**src/rtl/regfile_writeback_pkg.sv**
```systemverilog
// Shared types and sizing for the write-back register file slice.
package regfile_writeback_pkg;

    localparam int unsigned REG_COUNT     = 32;
    localparam int unsigned REG_IDX_W     = 5;
    localparam int unsigned DATA_W_DEFAULT = 32;

    typedef enum logic {
        IDLE   = 1'b0,
        SECOND = 1'b1
    } wb_state_t;

    // Index of the upper half of a double-word write; wraps 31 -> 0.
    function automatic logic [REG_IDX_W-1:0] next_idx(input logic [REG_IDX_W-1:0] idx);
        return REG_IDX_W'(idx + REG_IDX_W'(1));
    endfunction

endpackage

```
**src/rtl/regfile_writeback_dec5to32.sv**
```systemverilog
// 5-to-32 one-hot decoder with enable; output is all zeros when disabled.
import regfile_writeback_pkg::*;

module dec5to32 (
    input  logic [REG_IDX_W-1:0] idx,
    input  logic                 en,
    output logic [REG_COUNT-1:0] onehot
);

    always_comb begin
        onehot = '0;
        if (en) begin
            onehot[idx] = 1'b1;
        end
    end

endmodule

```
**src/rtl/regfile_writeback.sv**
```systemverilog
// 32-entry register file write port with single and double-word write-back.
import regfile_writeback_pkg::*;

module regfile_writeback #(
    parameter bit          ZERO_R0 = 1'b1,
    parameter int unsigned DATA_W  = DATA_W_DEFAULT
) (
    input  logic                        clk,
    input  logic                        rst,
    input  logic                        wb_valid,
    output logic                        wb_ready,
    input  logic                        wb_dbl,
    input  logic [REG_IDX_W-1:0]        wb_rd,
    input  logic [DATA_W-1:0]           wb_data0,
    input  logic [DATA_W-1:0]           wb_data1,
    output logic [REG_COUNT-1:0]        wr_onehot,
    output logic [REG_COUNT*DATA_W-1:0] regs_flat,
    output logic                        busy
);

    wb_state_t             state;
    logic [REG_IDX_W-1:0]  lat_rd;
    logic [DATA_W-1:0]     lat_data;

    logic                  accept;
    logic                  wr_en;
    logic [REG_IDX_W-1:0]  wr_idx;
    logic [DATA_W-1:0]     wr_data;

    assign wb_ready = (state == IDLE) && !rst;
    assign busy     = (state == SECOND) && !rst;
    assign accept   = wb_valid && wb_ready;

    // Select this cycle's write: the incoming first beat or the latched second beat.
    always_comb begin
        wr_en   = 1'b0;
        wr_idx  = wb_rd;
        wr_data = wb_data0;
        if (!rst) begin
            case (state)
                IDLE: begin
                    wr_en = accept;
                end
                SECOND: begin
                    wr_en   = 1'b1;
                    wr_idx  = lat_rd;
                    wr_data = lat_data;
                end
                default: begin
                    wr_en = 1'b0;
                end
            endcase
        end
        if (ZERO_R0 && (wr_idx == '0)) begin
            wr_en = 1'b0;
        end
    end

    dec5to32 u_dec (
        .idx    (wr_idx),
        .en     (wr_en),
        .onehot (wr_onehot)
    );

    // Sequencer for the second beat of a double-word write.
    always_ff @(posedge clk) begin
        if (rst) begin
            state    <= IDLE;
            lat_rd   <= '0;
            lat_data <= '0;
        end else begin
            case (state)
                IDLE: begin
                    if (accept && wb_dbl) begin
                        state    <= SECOND;
                        lat_rd   <= next_idx(wb_rd);
                        lat_data <= wb_data1;
                    end
                end
                SECOND: begin
                    state <= IDLE;
                end
                default: begin
                    state <= IDLE;
                end
            endcase
        end
    end

    for (genvar k = 0; k < REG_COUNT; k++) begin : g_reg
        if (ZERO_R0 && (k == 0)) begin : g_zero
            assign regs_flat[k*DATA_W +: DATA_W] = '0;
        end else begin : g_flop
            logic [DATA_W-1:0] q;

            always_ff @(posedge clk) begin
                if (rst) begin
                    q <= '0;
                end else if (wr_onehot[k]) begin
                    q <= wr_data;
                end
            end

            assign regs_flat[k*DATA_W +: DATA_W] = q;
        end
    end

endmodule
```
**config.mk**
```make
export PLATFORM = sky130hd
export DESIGN_NAME = regfile_writeback
export DESIGN_NICKNAME = d
export VERILOG_FILES = /design/src/rtl/regfile_writeback_pkg.sv /design/src/rtl/regfile_writeback_dec5to32.sv /design/src/rtl/regfile_writeback.sv
export SDC_FILE = /design/constraint.sdc
export NUM_CORES = 2
export LEC_CHECK = 0
export CAP_MARGIN = 20
export CORE_AREA = 2 2 434 436
export DETAILED_ROUTE_END_ITERATION = 8
export DIE_AREA = 0 0 436 438
export MAX_ROUTING_LAYER = met4
export PLACE_DENSITY_LB_ADDON = 0.05
export SLEW_MARGIN = 15
export SYNTH_ARGS = -nofsm -noshare
export SYNTH_HDL_FRONTEND = slang
export SYNTH_HIERARCHICAL = 1
export SYNTH_SLANG_ARGS = --single-unit
```
**constraint.sdc**
```tcl
create_clock -name clk -period 4.2 [get_ports clk]
set_input_delay 1.26 -clock clk [delete_from_list [all_inputs] [get_ports clk]]
set_output_delay 1.26 -clock clk [all_outputs]
set_load 0.005 [all_outputs]
```
==> results by group <==
Drt
  – Total number of vias: 30,790
  – Violation count after the first detailed-route iteration: 1,690
  – Post-detailed-route wirelength per cell: 27.73 µm
  – Detail Route Antenna Nets: 0
  – Final Routed Wirelength: 201,000 µm
  – First-pass iteration count of the detailed router: 5
  – Vias per cell: 4.247
  – DR DRC count: 0

Hold path
  – Number of stages on the worst hold path: 2
  – Hold WC Path Type: reg2reg
  – Min-Delay Endpoint: g_reg[20].g_flop.q[23]
  – Start point of the worst min-delay path: g_reg[20].g_flop.q[23]

Yosys
  – Cells after Synth: 3,695
  – Number of synthesized flops with an enable pin: 0
  – Netlist cell types: 31
  – Count of synthesis-stage warnings from yosys: 6
  – Mean area per synthesized cell: 9.504 µm²
  – Sequential-to-total area share from yosys stat: 58.71%
  – Post-Synthesis Cell Area: 0.03512 mm²
  – Synth Register Bits: 1,030
  – Most instantiated flip-flop cell in the synthesis netlist: sky130_fd_sc_hd__dfxtp_1
  – Top cell type by total area after synthesis: sky130_fd_sc_hd__dfxtp_1
  – Post-synth top area share: 58.71%
  – Async set-reset flop share out of synthesis: 0%
  – Cell types occupying the most area after synthesis: sky130_fd_sc_hd__dfxtp_1, sky130_fd_sc_hd__a211oi_1, sky130_fd_sc_hd__nor2_1

Critical path
  – Required time at the endpoint of the critical path: 2.94 ns
  – End of the worst register-to-register path: g_reg[3].g_flop.q[24]
  – Crit Path Category: in2out
  – Endpoint class of the critical path: output port
  – Reg2reg setup slack: 1.02 ns
  – CP startpoint: wb_rd[1]
  – Reg-to-reg critical path startpoint: state
  – Reg2Reg Depth: 12
  – Worst-path maximum fanout: 5
  – Startpoint type of the worst setup path: primary input
  – Worst path arrival time: 3.14 ns

Power
  – Cell leakage power: 16.81 nW
  – Cell area power density: 424.0 mW/mm²
  – Power consumption: 22.86 mW
  – Maximum vdd ir drop: 0.0002722 V

Layout
  – Number of nets in the finished design: 4,722
  – Final std cells w/o fill: 7,250
  – Register Area: 0.02062 mm²
  – Fill cell total of the finished layout: 19,820
  – Cell area after layout: 0.05390 mm²
  – Commonest cells after routing, fill and taps aside: sky130_fd_sc_hd__clkdlybuf4s50_1, sky130_fd_sc_hd__dfxtp_1, sky130_fd_sc_hd__nor2_1, sky130_fd_sc_hd__a211oi_1, sky130_fd_sc_hd__clkbuf_16
  – Share of final-layout standard cells stronger than drive strength 1: 9.802%
  – Layout overhead on the synthesized area: 53.48%
  – Most common cell after layout, fill and taps aside: sky130_fd_sc_hd__clkdlybuf4s50_1
  – Final Util: 28.88%
  – Area of combinational cells with multiple inputs: 0.01326 mm²

Global route
  – Number of antenna violations at the first check in global routing: 40
  – Maximum number of pins on one net before global-route repair: 195
  – Total routing usage reported by global routing: 20.96%
  – Number of global-route vias before repair: 29,700
  – Wire length of the first global-routing pass: 270,800 µm
  – Gr ovfl total: 0

STA
  – Slew at the pin closest to its max-slew limit: 1.156 ns
  – Setup repair after global routing missed its margin: true
  – Setup Skew: 0.02556 ns
  – Final setup violation count: 21
  – Slew headroom: 22.95%
  – Final hold violations: 0
  – Tcrit/Tclk final: 104.7%
  – PnR worst setup slack: -0.1975 ns
  – Min Tclk post-route: 4.397 ns
  – Fmax: 0.2274 GHz
  – Number of max-slew violations in the final report: 0

Floorplan
  – Die Span Y: 438 µm
  – Boundary pin count: 1,131
  – Die footprint: 0.1910 mm²
  – Number of standard-cell rows in the floorplan: 159
  – Area of the placeable core: 0.1866 mm²
  – Chip Width: 436 µm
  – Starting utilization of the core area: 18.82%

Place
  – Cells after DPL: 6,980
  – Post-place setup slack: -1.123 ns
  – Placed cell area: 0.04930 mm²
  – GPL Wtd Cong: 0.8208
  – # port buffers: 1,098
  – DP Wirelength: 140,000 µm

Outcome
  – Status: finished, violations left
  – Violated checks: setup timing

Clock tree
  – Maximum root-to-sink buffer count: 3
  – Total number of clock tree sinks: 1,030
  – Worst-path clk slew: 0.05 ns
  – Clock buffers created by TritonCTS: 137
  – Library cell used as clock root buffer: sky130_fd_sc_hd__clkbuf_16
  – TritonCTS clock tree: yes
  – H-tree levels: 4
  – Clock latency of the later-clocked register in the worst-skew pair: 0.80 ns

Run
  – Number of violations of the max-capacitance limit: 0
routing by layer:
layer / wire length, µm / GRT usage, % / vias to the layer above
met5: 0 / - / -
met1: 77640 / 22.42 / 14710
met4: 7906 / 7.808 / 0
li1: - / - / 14920
met3: 11860 / 5.898 / 281
met2: 103600 / 36.70 / 879
final cells by class:
| type | instances | share of cell area [%] |
|---|---|---|
| clock buffer | 211 | 7.519 |
| tap | 2495 | 5.792 |
| inverter | 1 | 0.006964 |
| multi-input combinational | 2219 | 24.59 |
| antenna | 11 | 0.05107 |
| clock inverter | 24 | 0.4712 |
| timing repair buffer | 1259 | 23.31 |
| sequential | 1030 | 38.26 |
worst max-delay path by stage:
stage,cells after the start,endpoint
after detailed placement,9,wr_onehot[20]
after global routing,10,wr_onehot[27]
after CTS,11,wr_onehot[27]
after global placement,9,wr_onehot[20]
final,10,wr_onehot[27]
after floorplan,6,wr_onehot[3]
synthesized netlist by cell type (2+ instances only):
library cell	number
sky130_fd_sc_hd__clkbuf_2	3
sky130_fd_sc_hd__buf_1	15
sky130_fd_sc_hd__mux2_2	5
sky130_fd_sc_hd__buf_6	3
sky130_fd_sc_hd__nand4bb_1	3
sky130_fd_sc_hd__nand2_1	35
sky130_fd_sc_hd__mux2i_1	32
sky130_fd_sc_hd__o21ai_0	35
sky130_fd_sc_hd__nor3b_1	2
sky130_fd_sc_hd__buf_2	100
sky130_fd_sc_hd__clkbuf_1	320
sky130_fd_sc_hd__a21o_1	2
sky130_fd_sc_hd__nand3_1	2
sky130_fd_sc_hd__nand2b_1	37
sky130_fd_sc_hd__nand4b_1	3
sky130_fd_sc_hd__xnor2_1	2
sky130_fd_sc_hd__a211oi_1	993
sky130_fd_sc_hd__nor2_1	1027
sky130_fd_sc_hd__buf_4	35
sky130_fd_sc_hd__dfxtp_1	1030
registers in the layout, summed over array words and instances, names as in the netlist:
signal and count:
g.g_flop.q 992, lat_rd 5, state 1, lat_data 32
power by group:
| part | total [mW] | internal, mW | switching, mW |
|---|---|---|---|
| clock | 11.5 | 6.80 | 4.71 |
| sequential | 9.94 | 9.87 | 0.0619 |
| combinational | 1.41 | 0.452 | 0.962 |
| total | 22.9 | 17.1 | 5.73 |
worst max-delay path, cell delays in order:
cell	delay (ns)
sky130_fd_sc_hd__buf_6	0.09
sky130_fd_sc_hd__or4_4	0.52
sky130_fd_sc_hd__o211ai_1	0.21
sky130_fd_sc_hd__o21ai_2	0.12
sky130_fd_sc_hd__buf_12	0.15
sky130_fd_sc_hd__nand4b_1	0.28
sky130_fd_sc_hd__buf_12	0.19
sky130_fd_sc_hd__buf_6	0.11
sky130_fd_sc_hd__nor2_4	0.03
sky130_fd_sc_hd__buf_6	0.14
cell families (layout without fill, tap and decap cells):
group | count (synthesis) | count (layout) | synth area share (%)
other | 1 | 43 | 0.01068
muxes | 37 | 37 | 1.072
xor gates and xnor gates | 3 | 3 | 0.07483
and+or+nand+nor | 1115 | 1115 | 12.40
AOI/OAI and AO/OA | 1031 | 1031 | 21.79
DFF | 1030 | 1030 | 58.71
buffers and inverters | 477 | 1495 | 5.903
adders and majority gates | 1 | 1 | 0.03562
stage by stage:
step	hold WS (ns)	TNS [ns]
2_1_floorplan	0.4483	0
3_3_place_gp	0.4699	-153.44
3_5_place_dp	0.4758	-106.82
4_1_cts	0.4830	-6.020
5_1_grt	0.4931	-3.286
6_report	0.4808	-1.779
repair_timing:
action                                  CTS  global route
pin swaps                                 9             5
buffers inserted                         20             9
endpoints found under the setup margin   32            32
hold endpoints to repair                  0             0
gates resized for setup                 122            36
hold buffers                              0             0
Power figures use the tool's default switching activity.
